--- src/rtl/maxpool_window_sched_pkg.sv ---
// Shared definitions for the max-pool window scheduler: FSM encoding,
// default word width and linear address helpers.
package maxpool_window_sched_pkg;

    localparam int DATA_WIDTH_DEF = 16;

    typedef enum logic [2:0] {
        S_IDLE  = 3'd0,
        S_READ  = 3'd1,
        S_DRAIN = 3'd2,
        S_WRITE = 3'd3,
        S_DONE  = 3'd4
    } state_t;

    // Channel-major input map: (c*H + y)*W + x
    function automatic int in_addr(input int c, input int y, input int x,
                                   input int h, input int w);
        return (c * h + y) * w + x;
    endfunction

    function automatic int out_addr(input int c, input int oy, input int ox,
                                    input int oh, input int ow);
        return (c * oh + oy) * ow + ox;
    endfunction

endpackage

--- src/rtl/maxpool_running_max.sv ---
// Signed running-maximum register: the first word of a window loads
// directly, later words replace it only when strictly greater.
module maxpool_running_max
    import maxpool_window_sched_pkg::*;
#(
    parameter int DATA_WIDTH = DATA_WIDTH_DEF
) (
    input  logic                  clk,
    input  logic                  reset,
    input  logic                  en,
    input  logic                  first,
    input  logic [DATA_WIDTH-1:0] din,
    output logic [DATA_WIDTH-1:0] max_val
);

    always_ff @(posedge clk) begin
        if (reset) begin
            max_val <= '0;
        end else if (en && (first || ($signed(din) > $signed(max_val)))) begin
            max_val <= din;
        end
    end

endmodule

--- src/rtl/maxpool_window_sched.sv ---
// Max-pool window scheduler: walks a channel-major feature map through one
// shared comparator. Optional stall counter under MAXPOOL_SCHED_PERF_EN.
module maxpool_window_sched
    import maxpool_window_sched_pkg::*;
#(
    parameter int DATA_WIDTH = DATA_WIDTH_DEF,
    parameter int D          = 2,
    parameter int H          = 9,
    parameter int W          = 9,
    parameter int K          = 9,
    parameter int ADDR_WIDTH = 16
) (
    input  logic                  clk,
    input  logic                  reset,
    input  logic                  start,
    output logic                  busy,
    output logic                  done,
    output logic                  rd_en,
    output logic [ADDR_WIDTH-1:0] rd_addr,
    input  logic [DATA_WIDTH-1:0] rd_data,
    output logic                  wr_valid,
    input  logic                  wr_ready,
    output logic [ADDR_WIDTH-1:0] wr_addr,
    output logic [DATA_WIDTH-1:0] wr_data,
`ifdef MAXPOOL_SCHED_PERF_EN
    output logic [31:0]           stall_cycles,
`endif
    output state_t                dbg_state
);

    localparam int OH = H / K;
    localparam int OW = W / K;

    state_t      state, state_nx;
    logic [15:0] c, oy, ox, ky, kx;
    logic        rd_vld_q, rd_first_q;
    logic        last_kx, last_ky, win_last, pt_last, wr_fire;

    // Write handshake: a result transfers on any cycle with wr_valid && wr_ready;
    // wr_valid, wr_addr and wr_data hold until that cycle.
    assign last_kx  = (kx == 16'(K - 1));
    assign last_ky  = (ky == 16'(K - 1));
    assign win_last = last_kx && last_ky;
    assign pt_last  = (c == 16'(D - 1)) && (oy == 16'(OH - 1)) && (ox == 16'(OW - 1));
    assign wr_fire  = (state == S_WRITE) && wr_ready;

    assign rd_addr   = ADDR_WIDTH'(in_addr(int'(c), int'(oy) * K + int'(ky),
                                           int'(ox) * K + int'(kx), H, W));
    assign wr_addr   = ADDR_WIDTH'(out_addr(int'(c), int'(oy), int'(ox), OH, OW));
    assign dbg_state = state;

    always_ff @(posedge clk) begin
        if (reset) state <= S_IDLE;
        else       state <= state_nx;
    end

    always_comb begin
        state_nx = state;
        busy     = 1'b0;
        done     = 1'b0;
        rd_en    = 1'b0;
        wr_valid = 1'b0;
        case (state)
            S_IDLE: begin
                if (start) state_nx = S_READ;
            end
            S_READ: begin
                busy  = 1'b1;
                rd_en = 1'b1;
                if (win_last) state_nx = S_DRAIN;
            end
            S_DRAIN: begin
                busy     = 1'b1;
                state_nx = S_WRITE;
            end
            S_WRITE: begin
                busy     = 1'b1;
                wr_valid = 1'b1;
                if (wr_ready) state_nx = pt_last ? S_DONE : S_READ;
            end
            S_DONE: begin
                done     = 1'b1;
                state_nx = S_IDLE;
            end
            default: state_nx = S_IDLE;
        endcase
    end

    // Window counters wrap to zero on their own, so IDLE always sees zeros.
    always_ff @(posedge clk) begin
        if (reset) begin
            c          <= '0;
            oy         <= '0;
            ox         <= '0;
            ky         <= '0;
            kx         <= '0;
            rd_vld_q   <= 1'b0;
            rd_first_q <= 1'b0;
        end else begin
            rd_vld_q   <= rd_en;
            rd_first_q <= rd_en && (kx == 16'd0) && (ky == 16'd0);
            if (state == S_READ) begin
                if (last_kx) begin
                    kx <= '0;
                    ky <= last_ky ? 16'd0 : ky + 16'd1;
                end else begin
                    kx <= kx + 16'd1;
                end
            end
            if (wr_fire) begin
                if (ox == 16'(OW - 1)) begin
                    ox <= '0;
                    if (oy == 16'(OH - 1)) begin
                        oy <= '0;
                        c  <= (c == 16'(D - 1)) ? 16'd0 : c + 16'd1;
                    end else begin
                        oy <= oy + 16'd1;
                    end
                end else begin
                    ox <= ox + 16'd1;
                end
            end
        end
    end

    maxpool_running_max #(
        .DATA_WIDTH(DATA_WIDTH)
    ) u_max (
        .clk     (clk),
        .reset   (reset),
        .en      (rd_vld_q),
        .first   (rd_first_q),
        .din     (rd_data),
        .max_val (wr_data)
    );

`ifdef MAXPOOL_SCHED_PERF_EN
    always_ff @(posedge clk) begin
        if (reset)                          stall_cycles <= '0;
        else if (state == S_IDLE && start)  stall_cycles <= '0;
        else if (wr_valid && !wr_ready)     stall_cycles <= stall_cycles + 32'd1;
    end
`endif

endmodule

--- config.mk ---
export PLATFORM = sky130hd
export DESIGN_NAME = maxpool_window_sched
export DESIGN_NICKNAME = d
export VERILOG_FILES = /design/src/rtl/maxpool_window_sched_pkg.sv /design/src/rtl/maxpool_running_max.sv /design/src/rtl/maxpool_window_sched.sv
export SDC_FILE = /design/constraint.sdc
export NUM_CORES = 1
export LEC_CHECK = 0
export CAP_MARGIN = 20
export CORE_ASPECT_RATIO = 1.25
export CORE_MARGIN = 1
export CORE_UTILIZATION = 66
export DETAILED_ROUTE_END_ITERATION = 10
export PLACE_DENSITY = 0.88
export SETUP_SLACK_MARGIN = 0.3
export SYNTH_ARGS = -nofsm -noshare
export SYNTH_HDL_FRONTEND = slang
export SYNTH_HIERARCHICAL = 1
export SYNTH_SLANG_ARGS = --single-unit
--- constraint.sdc ---
create_clock -name clk -period 14.63 [get_ports clk]
set_input_delay 2.1945 -clock clk [delete_from_list [all_inputs] [get_ports clk]]
set_output_delay 2.1945 -clock clk [all_outputs]
set_load 0.01 [all_outputs]
-- After elaboration in Yosys (flattened, before gate mapping)
Index checks and enable logic that the tools add are counted.
- flip-flop bits (word level): 101
- logic and storage cells: 67
- output and inout bits: 55
- reductions and logical operators: 18
- multipliers: 4
- order comparisons: 1
- add/sub/neg operators: 11
- multiplexer cells: 14
- eq/ne operators: 10
- operators with widths (cell ; count):
    $add A16 B1 Y16 const B ; 5
    $mux W16 ; 5
    $add A16 B16 Y16 ; 4
    $logic_not A16 Y1 ; 4
    $mul A16 B4 Y20 const B ; 2
    $eq A16 B4 Y1 const B ; 2
    $add A20 B21 Y22 ; 1
    $mul A22 B4 Y16 const B ; 1
    $add A20 B16 Y21 ; 1
    $eq A16 B1 Y1 const B ; 1
    $gt A16 B16 Y1 ; 1
    $mul A16 B4 Y16 const B ; 1
    $mux W3 ; 4
    $pmux W3 S4 ; 1
    $logic_and A1 B1 Y1 ; 7
    $eq A3 B2 Y1 const B ; 2
    $ne A2 B2 Y1 const B ; 3
    $reduce_and A3 Y1 ; 2
    $mux W1 ; 4
    $reduce_and A2 Y1 ; 2
    $eq A3 B1 Y1 const B ; 1
    $eq A3 B3 Y1 const B ; 1
    $logic_not A3 Y1 ; 1
    $reduce_or A3 Y1 ; 1
    $logic_or A1 B1 Y1 ; 1

-- Longest topological paths before layout
- depth after elaboration: 6
- mapped depth: 30
- gate-level depth less buffers: 30

-- Modules after synthesis
Netlist, hierarchy kept.
- by module, submodules not included (module ; times used ; cells an instance ; area an instance (um2)):
    maxpool_window_sched ; 1 ; 1055 ; 9296.4
    maxpool_running_max ; 1 ; 130 ; 1167.4

-- Worst setup path before layout
No wires, ideal clock.
- path type: register -> output
- start point: reg c[4]
- end point: out rd_addr[15]
- slack: 5.526 ns
- buffers on the path: 0
- arrival time: 6.909 ns
- stages on the path, launching flop included: 29
- path through: dfxtp_1 ha_1 fa_1 inv_1 fa_1 fa_1 inv_1 ha_1 a21o_1 a41oi_1 a31oi_1 a21o_1 a21o_1 a21o_1 a21oi_1 xnor2_1 ha_1 inv_1 fa_1 inv_1 fa_1 inv_1 fa_1 xor2_1 xnor2_1 xnor2_1 xnor2_1 xnor3_1 xnor2_1
- word-level cells in the longest chain between the ends: 4
- ends and longest elaborated chain (item ; line ; source):
    start, declared ; maxpool_window_sched.sv:35 ; logic [15:0] c, oy, ox, ky, kx;
    start signal, assigned ; maxpool_window_sched.sv:115 ; c <= (c == 16'(D - 1)) ? 16'd0 : c + 16'd1;
    $mul A16 B4 Y20 ; maxpool_window_sched_pkg.sv:18 ; return (c * h + y) * w + x;
    $add A20 B21 Y22 ; maxpool_window_sched_pkg.sv:18 ;
    $mul A22 B4 Y16 ; maxpool_window_sched_pkg.sv:18 ;
    $add A16 B16 Y16 ; maxpool_window_sched_pkg.sv:18 ;
    end, declared ; maxpool_window_sched.sv:19 ; output logic [ADDR_WIDTH-1:0] rd_addr,
No other way between the ends.

-- Final worst setup path
Ends and elaborated chain as after synthesis.

==> metrics.md <==
| Metric | Value |
|---|---|
| Outcome | `finished clean` |
| Clock transition at path regs | `80 ps` |
| DR vias/cell | `5.70` |
| Post-CTS setup buffer count | `0` |
| Die Y-Extent | `143 um` |
| Mapped Cells | `1185` |
| Clock Skew | `9.05 ps` |
| Via Count | `8389` |
| Initial antenna violation count | `0` |
| RSZ-0062 raised after global routing | `false` |
| Final net count | `1522` |
| Power per cell area | `49.8 nW/um^2` |
| Routability Congestion | `0.921` |
| Syn Area/Cell | `8.83 um^2` |
| N_diodes | `0` |
| Register area share after synthesis | `19.3%` |
| Setup crit start kind | `register` |
| Most frequent CP cell | `fa_1` |
| Vias in the first global route | `8824` |
| Fin. max-slew vios | `0` |
| IO Pins | `75` |
| Fillers | `1078` |
| Yosys Warn Count | `6` |
| Bufs on Longest Clock Path | `2` |
| EDFF count, synth | `0` |
| Layout cells sized above 1 | `2.78%` |
| Worst-Skew Late Latency | `370 ps` |
| CTS tree | `yes` |
| Mapped Area | `10500 um^2` |
| Peak supply drop | `0.0511 mV` |
| Async set-reset flop share out of synthesis | `0%` |
| Pleak | `5.82 nW` |
| Num CTS Buffers | `9` |
| GRT Total Usage | `32.1%` |
| Number of port buffers | `74` |
| Post-CTS Resized | `0` |
| Final hold vios | `0` |
| Final WL | `24400 um` |
| Root Buffer | `clkbuf_16` |
| Die width | `115 um` |
| Drt first pass iters | `5` |
| Worst Path Arrival | `8340 ps` |
| Period utilization | `72.0%` |
| Ys flop type | `dfxtp_1` |
| Total number of clock tree sinks | `101` |
| Antenna Nets Post-Route | `0` |
| Slew @ Worst Pin | `805 ps` |
| Tot Pwr | `0.583 mW` |
| Fin crit period | `10530 ps` |
| Gr ovfl total | `0` |
| Die area | `16400 um^2` |
| Hold/Removal Path Class | `reg2reg` |
| Slowest stage delay, CP | `560 ps` |
| Hold-fix buffers at CTS | `0` |
| Setup TNS | `0 ps` |
| Setup violations, final | `0` |
| Area growth, synth to finish | `11.8%` |
| First-pass GRT wire length | `40600 um` |
| Fmax | `94.9 MHz` |
| WL/cell | `16.6 um` |
| Critical path type | `reg2out` |
| Detailed Place HPWL | `19500 um` |
| Synth unique cells | `58` |
| Initial DRC count | `371` |
| CP Capture Type | `primary output` |
| Maxcap violations | `0` |
| Flops & latches, synth | `101` |
| Largest net degree at the start of global routing | `45` |
| Core Area | `15600 um^2` |
| Syn nets | `1453` |
| Worst Path Max Fanout | `7` |
| WP data required | `12440 ps` |
| Starting density of the core | `67.2%` |
| Slowest-stage cell, CP | `clkdlybuf4s50_1` |
| Drc violations | `0` |
| Slew HR | `45.2%` |
| FP Rows | `51` |
| H-tree depth | `3` |
[logic make-up after synthesis]
| family | after synthesis | share of synthesized area (%) |
|---|---|---|
| AND/OR/NAND/NOR | 344 | 17.1 |
| multiplexers | 20 | 2.03 |
| XOR/XNOR | 120 | 10.2 |
| flip-flops | 101 | 19.3 |
| adder cells (fa/ha/maj) | 248 | 36.0 |
| AO/OA/AOI/OAI | 109 | 6.41 |
| buffers and inverters | 243 | 8.97 |
[layout by cell type, fill, tap and decap left out, drive strengths merged, types with 7 or more instances in the layout]
master,netlist,layout
fa,88,88
nor2,108,108
clkbuf,14,9
xor2,64,64
mux2i,20,20
nand4,23,23
inv,225,231
ha,160,160
and3,21,21
nand2b,38,38
or3,9,9
clkdlybuf4s50,0,74
a21oi,39,39
nor4,14,14
o21ai,22,22
xnor2,55,55
dfxtp,101,101
nand3,28,28
a21o,18,18
and4,7,7
nor3,11,11
nand2,56,56
[synth_stat cells (2+ instances only)]
cell	instances	area share, %
a21o_1	18	1.3
nand4_1	21	1.3
and3_1	21	1.3
clkbuf_1	13	0.47
a211oi_1	2	0.14
a311oi_1	2	0.17
o21ai_0	19	0.91
nand2_1	56	2.0
xor2_1	64	5.4
o31ai_1	3	0.22
nor3_1	10	0.48
and4_1	6	0.50
xnor2_1	55	4.6
a21oi_1	39	1.9
o21a_1	5	0.36
mux2i_1	19	1.8
a21boi_0	2	0.14
and2_1	5	0.30
a2111oi_0	2	0.17
fa_1	88	17
nor4_1	13	0.78
inv_1	225	8.1
o21bai_1	4	0.29
nor2_1	107	3.8
nand3_1	28	1.3
ha_1	160	19
or3_1	9	0.54
nor2b_1	6	0.36
nand2b_1	37	2.2
nor4b_1	6	0.50
a31oi_1	5	0.30
dfxtp_1	101	19
or2_2	6	0.36
nand4_2	2	0.24
o21ai_1	3	0.14
[sequential cells by signal, indices dropped and copies added, names as in the netlist]
register and count:
rd_first_q 1, kx 16, ox 16, dbg_state 3
ky 16, oy 16, c 16, u_max/max_val 16
rd_vld_q 1
[where the power goes]
part	internal [mW]	leakage [nW]	switching, mW
registers	0.278	0.815	0.00326
clock network	0.124	0.151	0.131
logic	0.0239	4.85	0.0230
[metal layers]
layer / vias up / GRT usage, % / share of wire, %
li1: 3973 / - / -
met1: 4007 / 34.6 / 37
met2: 302 / 57.9 / 52
met3: 107 / 4.80 / 5.7
met4: 0 / 21.5 / 6.1
met5: - / 0 / 0
[path summary, 6_finish.rpt]
path	startpoint	endpoint	slack [ps]	cells after the start
min	u_max/max_val[3]$_SDFFE_PP0P_	u_max/max_val[3]$_SDFFE_PP0P_	500	2
max reg2reg	oy[0]$_SDFFE_PP0P_	c[15]$_SDFFE_PP0P_	11510	10
max	c[4]$_SDFFE_PP0P_	rd_addr[15]	4100	29
min reg2reg	u_max/max_val[3]$_SDFFE_PP0P_	u_max/max_val[3]$_SDFFE_PP0P_	500	2
[layout make-up]
cell class,count,area [um^2],share of cell area [%]
flip-flops and latches,101,2020,17.3
multi-input cells,841,7500,64.1
repair buffers,76,756,6.46
clock inverters,7,81.3,0.695
well taps,212,265,2.27
inverters,225,845,7.22
clock buffers,9,225,1.93
[per-stage QoR]
stage                     cells  hold slack [ps]  cell area [um^2]  utilization (%)  worst slack, ps
after floorplan            1185              477             10500                -             5530
after global placement     1454              474             11400             73.1             4770
after detailed placement   1454              489             11400             73.1             4590
after CTS                  1470              503             11700             75.1             4080
after global routing       1471              523             11700             75.1             3800
final                      1471              501             11700             75.1             4100
[worst max-delay path: cells and delay by family, from the launching register on]
family                   cells  cell delay, ps
XOR/XNOR                     7            1370
flip-flops                   1             490
buffers and inverters        6             830
adder cells (fa/ha/maj)      9            3850
AO/OA/AOI/OAI                7            1380
Power figures use the tool's default switching activity.
